### src/rtl/alu_pkg.sv
// Shared ALU definitions: conversion FSM states, ALU function codes and
// double-dabble adjustment constants.
package alu_pkg;

    typedef enum logic [1:0] {
        IDLE  = 2'd0,
        SHIFT = 2'd1,
        DONE  = 2'd2
    } state_t;

    typedef enum logic [1:0] {
        ADD = 2'b00,
        SUB = 2'b01,
        MUL = 2'b10,
        DIV = 2'b11
    } alu_func_t;

    localparam int unsigned BCD_ADJ_THRESH = 5;
    localparam int unsigned BCD_ADJ        = 3;

endpackage

### src/rtl/alu_result_bcd_if.sv
// Handshake and data bundle between the ALU result register and the BCD
// converter. master drives requests, slave returns the converted result.
interface alu_result_bcd_if #(
    parameter int unsigned WIDTH  = 6,
    parameter int unsigned DIGITS = 4
);

    logic                    start;
    logic [2*WIDTH-1:0]      value;
    logic                    ovf_in;
    logic                    busy;
    logic                    done;
    logic [4*DIGITS-1:0]     bcd;
    logic                    neg;
    logic                    err;

    modport master (
        output start, value, ovf_in,
        input  busy, done, bcd, neg, err
    );

    modport slave (
        input  start, value, ovf_in,
        output busy, done, bcd, neg, err
    );

endinterface

### src/rtl/alu_result_bcd_digit_adj.sv
// Single BCD digit pre-shift correction: add 3 when the digit is 5 or more,
// so the following left shift carries correctly into the next digit.
module bcd_digit_adj
    import alu_pkg::*;
(
    input  logic [3:0] din,
    output logic [3:0] dout
);

    // add-3 correction for digits at or above the threshold
    always_comb begin
        dout = din;
        if (din >= 4'(BCD_ADJ_THRESH)) begin
            dout = din + 4'(BCD_ADJ);
        end
    end

endmodule

### src/rtl/alu_result_bcd.sv
// Converts the registered two's-complement ALU result into sign plus packed
// BCD magnitude, one result bit per clock (shift-and-add-3).
module alu_result_bcd
    import alu_pkg::*;
#(
    parameter int unsigned WIDTH  = 6,
    parameter int unsigned DIGITS = 4
) (
    input  logic              clk,
    input  logic              rst,
    alu_result_bcd_if.slave   bus
);

    localparam int unsigned W2 = 2 * WIDTH;
    localparam int unsigned BW = 4 * DIGITS;
    localparam int unsigned CW = $clog2(W2 + 1);

    state_t          state;
    state_t          state_nxt;

    logic [W2-1:0]   mag;
    logic [BW-1:0]   acc;
    logic [BW-1:0]   acc_adj;
    logic [BW-1:0]   acc_shl;
    logic [CW-1:0]   cnt;
    logic            sign_r;
    logic            ovf_r;

    logic [W2-1:0]   mag_in;

    logic            busy_r;
    logic            done_r;
    logic [BW-1:0]   bcd_r;
    logic            neg_r;
    logic            err_r;

    // Top digit's adjusted MSB is shifted out; with a legal DIGITS it is always 0.
    logic            unused_acc_msb;

    assign mag_in         = bus.value[W2-1] ? (~bus.value + W2'(1)) : bus.value;
    assign acc_shl        = {acc_adj[BW-2:0], mag[W2-1]};
    assign unused_acc_msb = acc_adj[BW-1];

    genvar g;
    generate
        for (g = 0; g < DIGITS; g++) begin : g_adj
            bcd_digit_adj u_adj (
                .din  (acc[4*g +: 4]),
                .dout (acc_adj[4*g +: 4])
            );
        end
    endgenerate

    // next-state decode: the shift that takes cnt from 1 to 0 is the last one
    always_comb begin
        state_nxt = state;
        case (state)
            IDLE:    if (bus.start)     state_nxt = SHIFT;
            SHIFT:   if (cnt == CW'(1)) state_nxt = DONE;
            DONE:                       state_nxt = IDLE;
            default:                    state_nxt = IDLE;
        endcase
    end

    // state register, datapath and registered outputs
    always_ff @(posedge clk) begin
        if (rst) begin
            state  <= IDLE;
            mag    <= '0;
            acc    <= '0;
            cnt    <= '0;
            sign_r <= 1'b0;
            ovf_r  <= 1'b0;
            busy_r <= 1'b0;
            done_r <= 1'b0;
            bcd_r  <= '0;
            neg_r  <= 1'b0;
            err_r  <= 1'b0;
        end else begin
            state  <= state_nxt;
            // outputs are decoded from the next state so they line up with it
            busy_r <= (state_nxt != IDLE);
            done_r <= (state_nxt == DONE);
            case (state)
                IDLE: begin
                    if (bus.start) begin
                        mag    <= mag_in;
                        sign_r <= bus.value[W2-1];
                        ovf_r  <= bus.ovf_in;
                        acc    <= '0;
                        cnt    <= CW'(W2);
                    end
                end
                SHIFT: begin
                    acc <= acc_shl;
                    mag <= {mag[W2-2:0], 1'b0};
                    cnt <= cnt - CW'(1);
                    // result registers load with the final shift so they are valid while done is high
                    if (state_nxt == DONE) begin
                        bcd_r <= acc_shl;
                        neg_r <= sign_r;
                        err_r <= ovf_r;
                    end
                end
                default: ;
            endcase
        end
    end

    assign bus.busy = busy_r;
    assign bus.done = done_r;
    assign bus.bcd  = bcd_r;
    assign bus.neg  = neg_r;
    assign bus.err  = err_r;

endmodule

### src/flat_wrapper.sv
// flat-port wrapper written by rule: the top's interface ports become plain ports
module alu_result_bcd_flat import alu_pkg::*;
#(
    parameter int unsigned WIDTH  = 6,
    parameter int unsigned DIGITS = 4
)
  (clk, rst, bus_start, bus_value, bus_ovf_in, bus_busy, bus_done, bus_bcd, bus_neg, bus_err);
  alu_result_bcd_if #(.WIDTH(WIDTH), .DIGITS(DIGITS)) bus_i ();
  input  logic clk;
  input  logic rst;
  input wire logic [$bits(bus_i.start)-1:0] bus_start;
  input wire logic [$bits(bus_i.value)-1:0] bus_value;
  input wire logic [$bits(bus_i.ovf_in)-1:0] bus_ovf_in;
  output wire logic [$bits(bus_i.busy)-1:0] bus_busy;
  output wire logic [$bits(bus_i.done)-1:0] bus_done;
  output wire logic [$bits(bus_i.bcd)-1:0] bus_bcd;
  output wire logic [$bits(bus_i.neg)-1:0] bus_neg;
  output wire logic [$bits(bus_i.err)-1:0] bus_err;
  assign bus_i.start = bus_start;
  assign bus_i.value = bus_value;
  assign bus_i.ovf_in = bus_ovf_in;
  assign bus_busy = bus_i.busy;
  assign bus_done = bus_i.done;
  assign bus_bcd = bus_i.bcd;
  assign bus_neg = bus_i.neg;
  assign bus_err = bus_i.err;
  alu_result_bcd #(.WIDTH(WIDTH), .DIGITS(DIGITS)) u_core (.clk(clk), .rst(rst), .bus(bus_i));
endmodule
### config.mk
export PLATFORM = sky130hd
export DESIGN_NAME = alu_result_bcd_flat
export DESIGN_NICKNAME = d
export VERILOG_FILES = /design/src/rtl/alu_pkg.sv /design/src/rtl/alu_result_bcd_if.sv /design/src/rtl/alu_result_bcd_digit_adj.sv /design/src/rtl/alu_result_bcd.sv /design/src/flat_wrapper.sv
export SDC_FILE = /design/constraint.sdc
export NUM_CORES = 1
export LEC_CHECK = 0
export ABC_CLOCK_PERIOD_IN_PS = 1800
export CELL_PAD_IN_SITES_DETAIL_PLACEMENT = 1
export CELL_PAD_IN_SITES_GLOBAL_PLACEMENT = 1
export CORE_ASPECT_RATIO = 2
export CORE_MARGIN = 2
export CORE_UTILIZATION = 41
export CTS_CLUSTER_SIZE = 20
export DETAILED_ROUTE_END_ITERATION = 8
export GPL_TIMING_DRIVEN = 1
export HOLD_SLACK_MARGIN = 0.06
export PLACE_DENSITY_LB_ADDON = 0.1
export SLEW_MARGIN = 20
export SYNTH_ARGS = -nofsm -noshare
export SYNTH_HDL_FRONTEND = slang
export SYNTH_SLANG_ARGS = --single-unit
### constraint.sdc
create_clock -name clk -period 1.8 [get_ports clk]
set_input_delay 0.27 -clock clk [delete_from_list [all_inputs] [get_ports clk]]
set_output_delay 0.27 -clock clk [all_outputs]
set_load 0.005 [all_outputs]
==> flow_summary.yaml, run 1 <==
synthesis:
  yosys-top-cells-area: "dfxtp_1 (43%), ha_1 (5.3%), a21oi_1 (4.8%)"
  synth.most_common_cell: "dfxtp_1"
  yosys-top-cells-count: "dfxtp_1 (56), a21oi_1 (25), nand2_1 (24)"
  ys_warn_count: 0
  synth-edff-count: 0
  synth_ff_type: "dfxtp_1"
  syn_inst: 299
  ys_seq_elements: 56
  synth.distinct_cells: 37
  synthArstFlopShare_pct: 0
  syn-num-nets: 326
  yosysTopAreaCell: "dfxtp_1"
  syn_avg_cell_area_um2: 8.75
  syn_area_mm2: 0.00262
  ys_seq_area_share_pct: 42.8
  synth_top_area_share_pct: 42.8
global_routing:
  grt_pass1_wl_um: 10500
  grt_usage_pct: 19.8
  overflow: 0
  grt_pass1_vias: 2324
  antenna_found_initial: 0
  grt_max_degree: 32
clock_tree:
  ctsLongestPathBuffers: 2
  ctsRootBufferMaster: "clkbuf_16"
  cts_tree: "yes"
  cts.sinks: 56
  cts_hold_buf: 0
  cts-buffers-inserted: 5
  post_cts_buffers: 0
  clk_pin_slew_ns: 0.07
  insertion_delay_ns: 0.29
  h-tree-depth: 2
  cts-resized-gates: 1
worst_setup_path:
  cp_max_fo: 4
  reg2reg_setup_slack_ns: 0.18
  required_ns: 1.96
  critical_path_class: "input pin to flip-flop"
  critPathSlowestCell: "clkdlybuf4s50_1"
  cp-end-kind: "flip-flop"
  r2r-start: "u_core.acc[8]"
  critPathLaunchType: "input pin"
  reg2reg_depth: 6
  critPathLaunch: "bus_value[2]"
  path_cells: "clkdlybuf4s50_1, nor4_4, buf_4, and4_2, a2111oi_0, o22ai_1"
  crit_arrival_ns: 1.82
  r2r_end: "u_core.acc[10]"
  critPathMaxStageDelay_ns: 0.54
  endpoint: "u_core.mag[9]"
sta:
  grt_setup_unrepaired: "no"
  worst_slew_pin_slew_ns: 0.797
  fin_crit_ns: 1.66
  finalCritPeriodShare_pct: 92.0
  drv_slew: 0
  final-hold-violation-count: 0
  maxSlewHeadroom_pct: 46.8
  setup_ws_ns: 0.145
  skew_ns: 0.00696
  tns_ns: 0
  final-setup-viol-count: 0
  fmax_mhz: 604
pwr:
  p_sw_share_pct: 24.0
  leakagePower_uw: 0.00118
  powerDensity_mw_per_mm2: 781
  pwr-share-comb_pct: 12.2
  irDropWorstVdd_uv: 398
  p_int_uw: 1990
  switchingPower_uw: 628
  power.share.clock_pct: 37.7
  p_seq_share_pct: 50.1
routing:
  drt-total-wl_um: 6390
  routedWlPerCell_um: 14.5
  drtIter0Drc: 76
  drc: 0
  via_per_inst: 5.28
  drtPass1Iterations: 6
  vias: 2316
  antenna_left: 0
floorplanning:
  fp.dieW_um: 60.5
  dieArea_mm2: 0.00708
  die-height_um: 117
  num_rows: 41
  core_mm2: 0.00626
  ios: 36
  start_util_pct: 41.8
finish:
  num_antenna_cells: 0
  multi_input_area_mm2: 0.00135
  fillCellCount: 761
  ff_latch_area_mm2: 0.00112
  nNetsFinal: 379
  layout-drive-gt1-share_pct: 13.0
  area.growth.synth_to_final_pct: 28.0
placed_design:
  port_buffers: 35
  routabilityCongestion: 0.794
  hpwlAfterDp_um: 5000
  dp_slack_ns: -0.190
hold_path:
  holdPathStages: 2
  hold_class: "flip-flop to flip-flop"
outcome:
  status: "completed"
flow_run:
  cap_violations: 0
[worst min path at each step]
stage / endpoint / startpoint
floorplan: u_core.ovf_r / bus_ovf_in
global placement: u_core.bus.err / u_core.ovf_r
detailed placement: u_core.bus.err / u_core.bus.err
CTS: u_core.bus.err / u_core.bus.err
global route: u_core.bus.err / u_core.ovf_r
finish: u_core.bus.neg / u_core.sign_r
[sequential cells by signal, indices dropped and copies added, names as in the netlist]
name,cells
u_core.acc,16
u_core.bus.busy,1
u_core.mag,12
u_core.bus.bcd,16
u_core.bus.neg,1
u_core.bus.err,1
u_core.bus.done,1
u_core.cnt,4
u_core.sign_r,1
u_core.state,2
u_core.ovf_r,1
[cell type report]
type	instances	area share [%]
clock buffers	6	4.15
clock inverters	2	0.299
inverters	16	1.79
multi-input cells	212	40.4
flip-flops and latches	56	33.5
well taps	86	3.21
repair buffers	61	16.7
[power groups by stage]
stage	Clock, µW	Combinational [µW]	Sequential [µW]
after CTS	1010	324	1310
after global routing	1050	353	1310
after floorplan	0	183	1330
after detailed placement	0	321	1340
final	986	318	1310
after global placement	0	314	1340
[kinds of logic (layout without fill, tap and decap cells)]
family,count (synthesis),count (layout),share of synthesized area (%)
mux,4,4,1.72
simple gates,96,96,19.6
compound gates,87,87,19.8
fa+ha+maj,11,11,5.26
buf+inv,31,85,6.07
xor+xnor,14,14,4.68
flops,56,56,42.8
[critical path, delay by kind of cell]
family / cells / cell delay, ns
buffers and inverters: 2 / 0.69
AO/OA/AOI/OAI: 2 / 0.58
AND/OR/NAND/NOR: 2 / 0.27
[cells in the final DEF, fill, tap and decap left out, drive strengths merged]
cell and instances:
dfxtp 56, a222oi 2, o21bai 1, o21ai 28, xor2 2, nor3b 8, nor2b 2, a22oi 11
ha 11, or2 1, xnor2 12, o22ai 8, buf 26, nor4 2, a211oi 8, a41oi 1
inv 16, nor3 10, clkbuf 6, or4 1, nor2 22, nand3b 8, a21oi 25, nand3 5
mux2 4, nand2 24, a31oi 1, nand2b 10, a2111oi 1, and4 1, o41ai 1, clkinv 2
clkdlybuf4s50 35, and2 2
[stage by stage]
stage          instances  power (µW)  instance area [µm²]  utilization [%]  hold slack [ns]
3_5_place_dp         431        1660                 3180             50.9            0.448
2_1_floorplan        299        1520                 2620                -            0.406
4_1_cts              439        2640                 3340             53.3            0.458
6_report             439        2610                 3350             53.5            0.456
3_3_place_gp         431        1650                 3180             50.9            0.440
5_1_grt              439        2720                 3350             53.5            0.476
[metal layers]
layer | track usage (%) | share of wire (%) | wire length [µm]
met5 | 0 | 0 | 0
met3 | 3.41 | 2.0 | 125
met1 | 19.2 | 37 | 2330
met4 | 7.54 | 1.8 | 113
met2 | 39.3 | 60 | 3820
Power figures use the tool's default switching activity.
==> run 2, diff against run 1 <==
--- a/config.mk
+++ b/config.mk
@@ -14,7 +14,7 @@
 export CTS_CLUSTER_SIZE = 20
 export DETAILED_ROUTE_END_ITERATION = 8
 export GPL_TIMING_DRIVEN = 1
-export HOLD_SLACK_MARGIN = 0.06
+export HOLD_SLACK_MARGIN = 0.05
 export PLACE_DENSITY_LB_ADDON = 0.1
 export SLEW_MARGIN = 20
 export SYNTH_ARGS = -nofsm -noshare
==> results of run 2 <==
The final DEF is identical to that of run 1; final timing and power are the same.
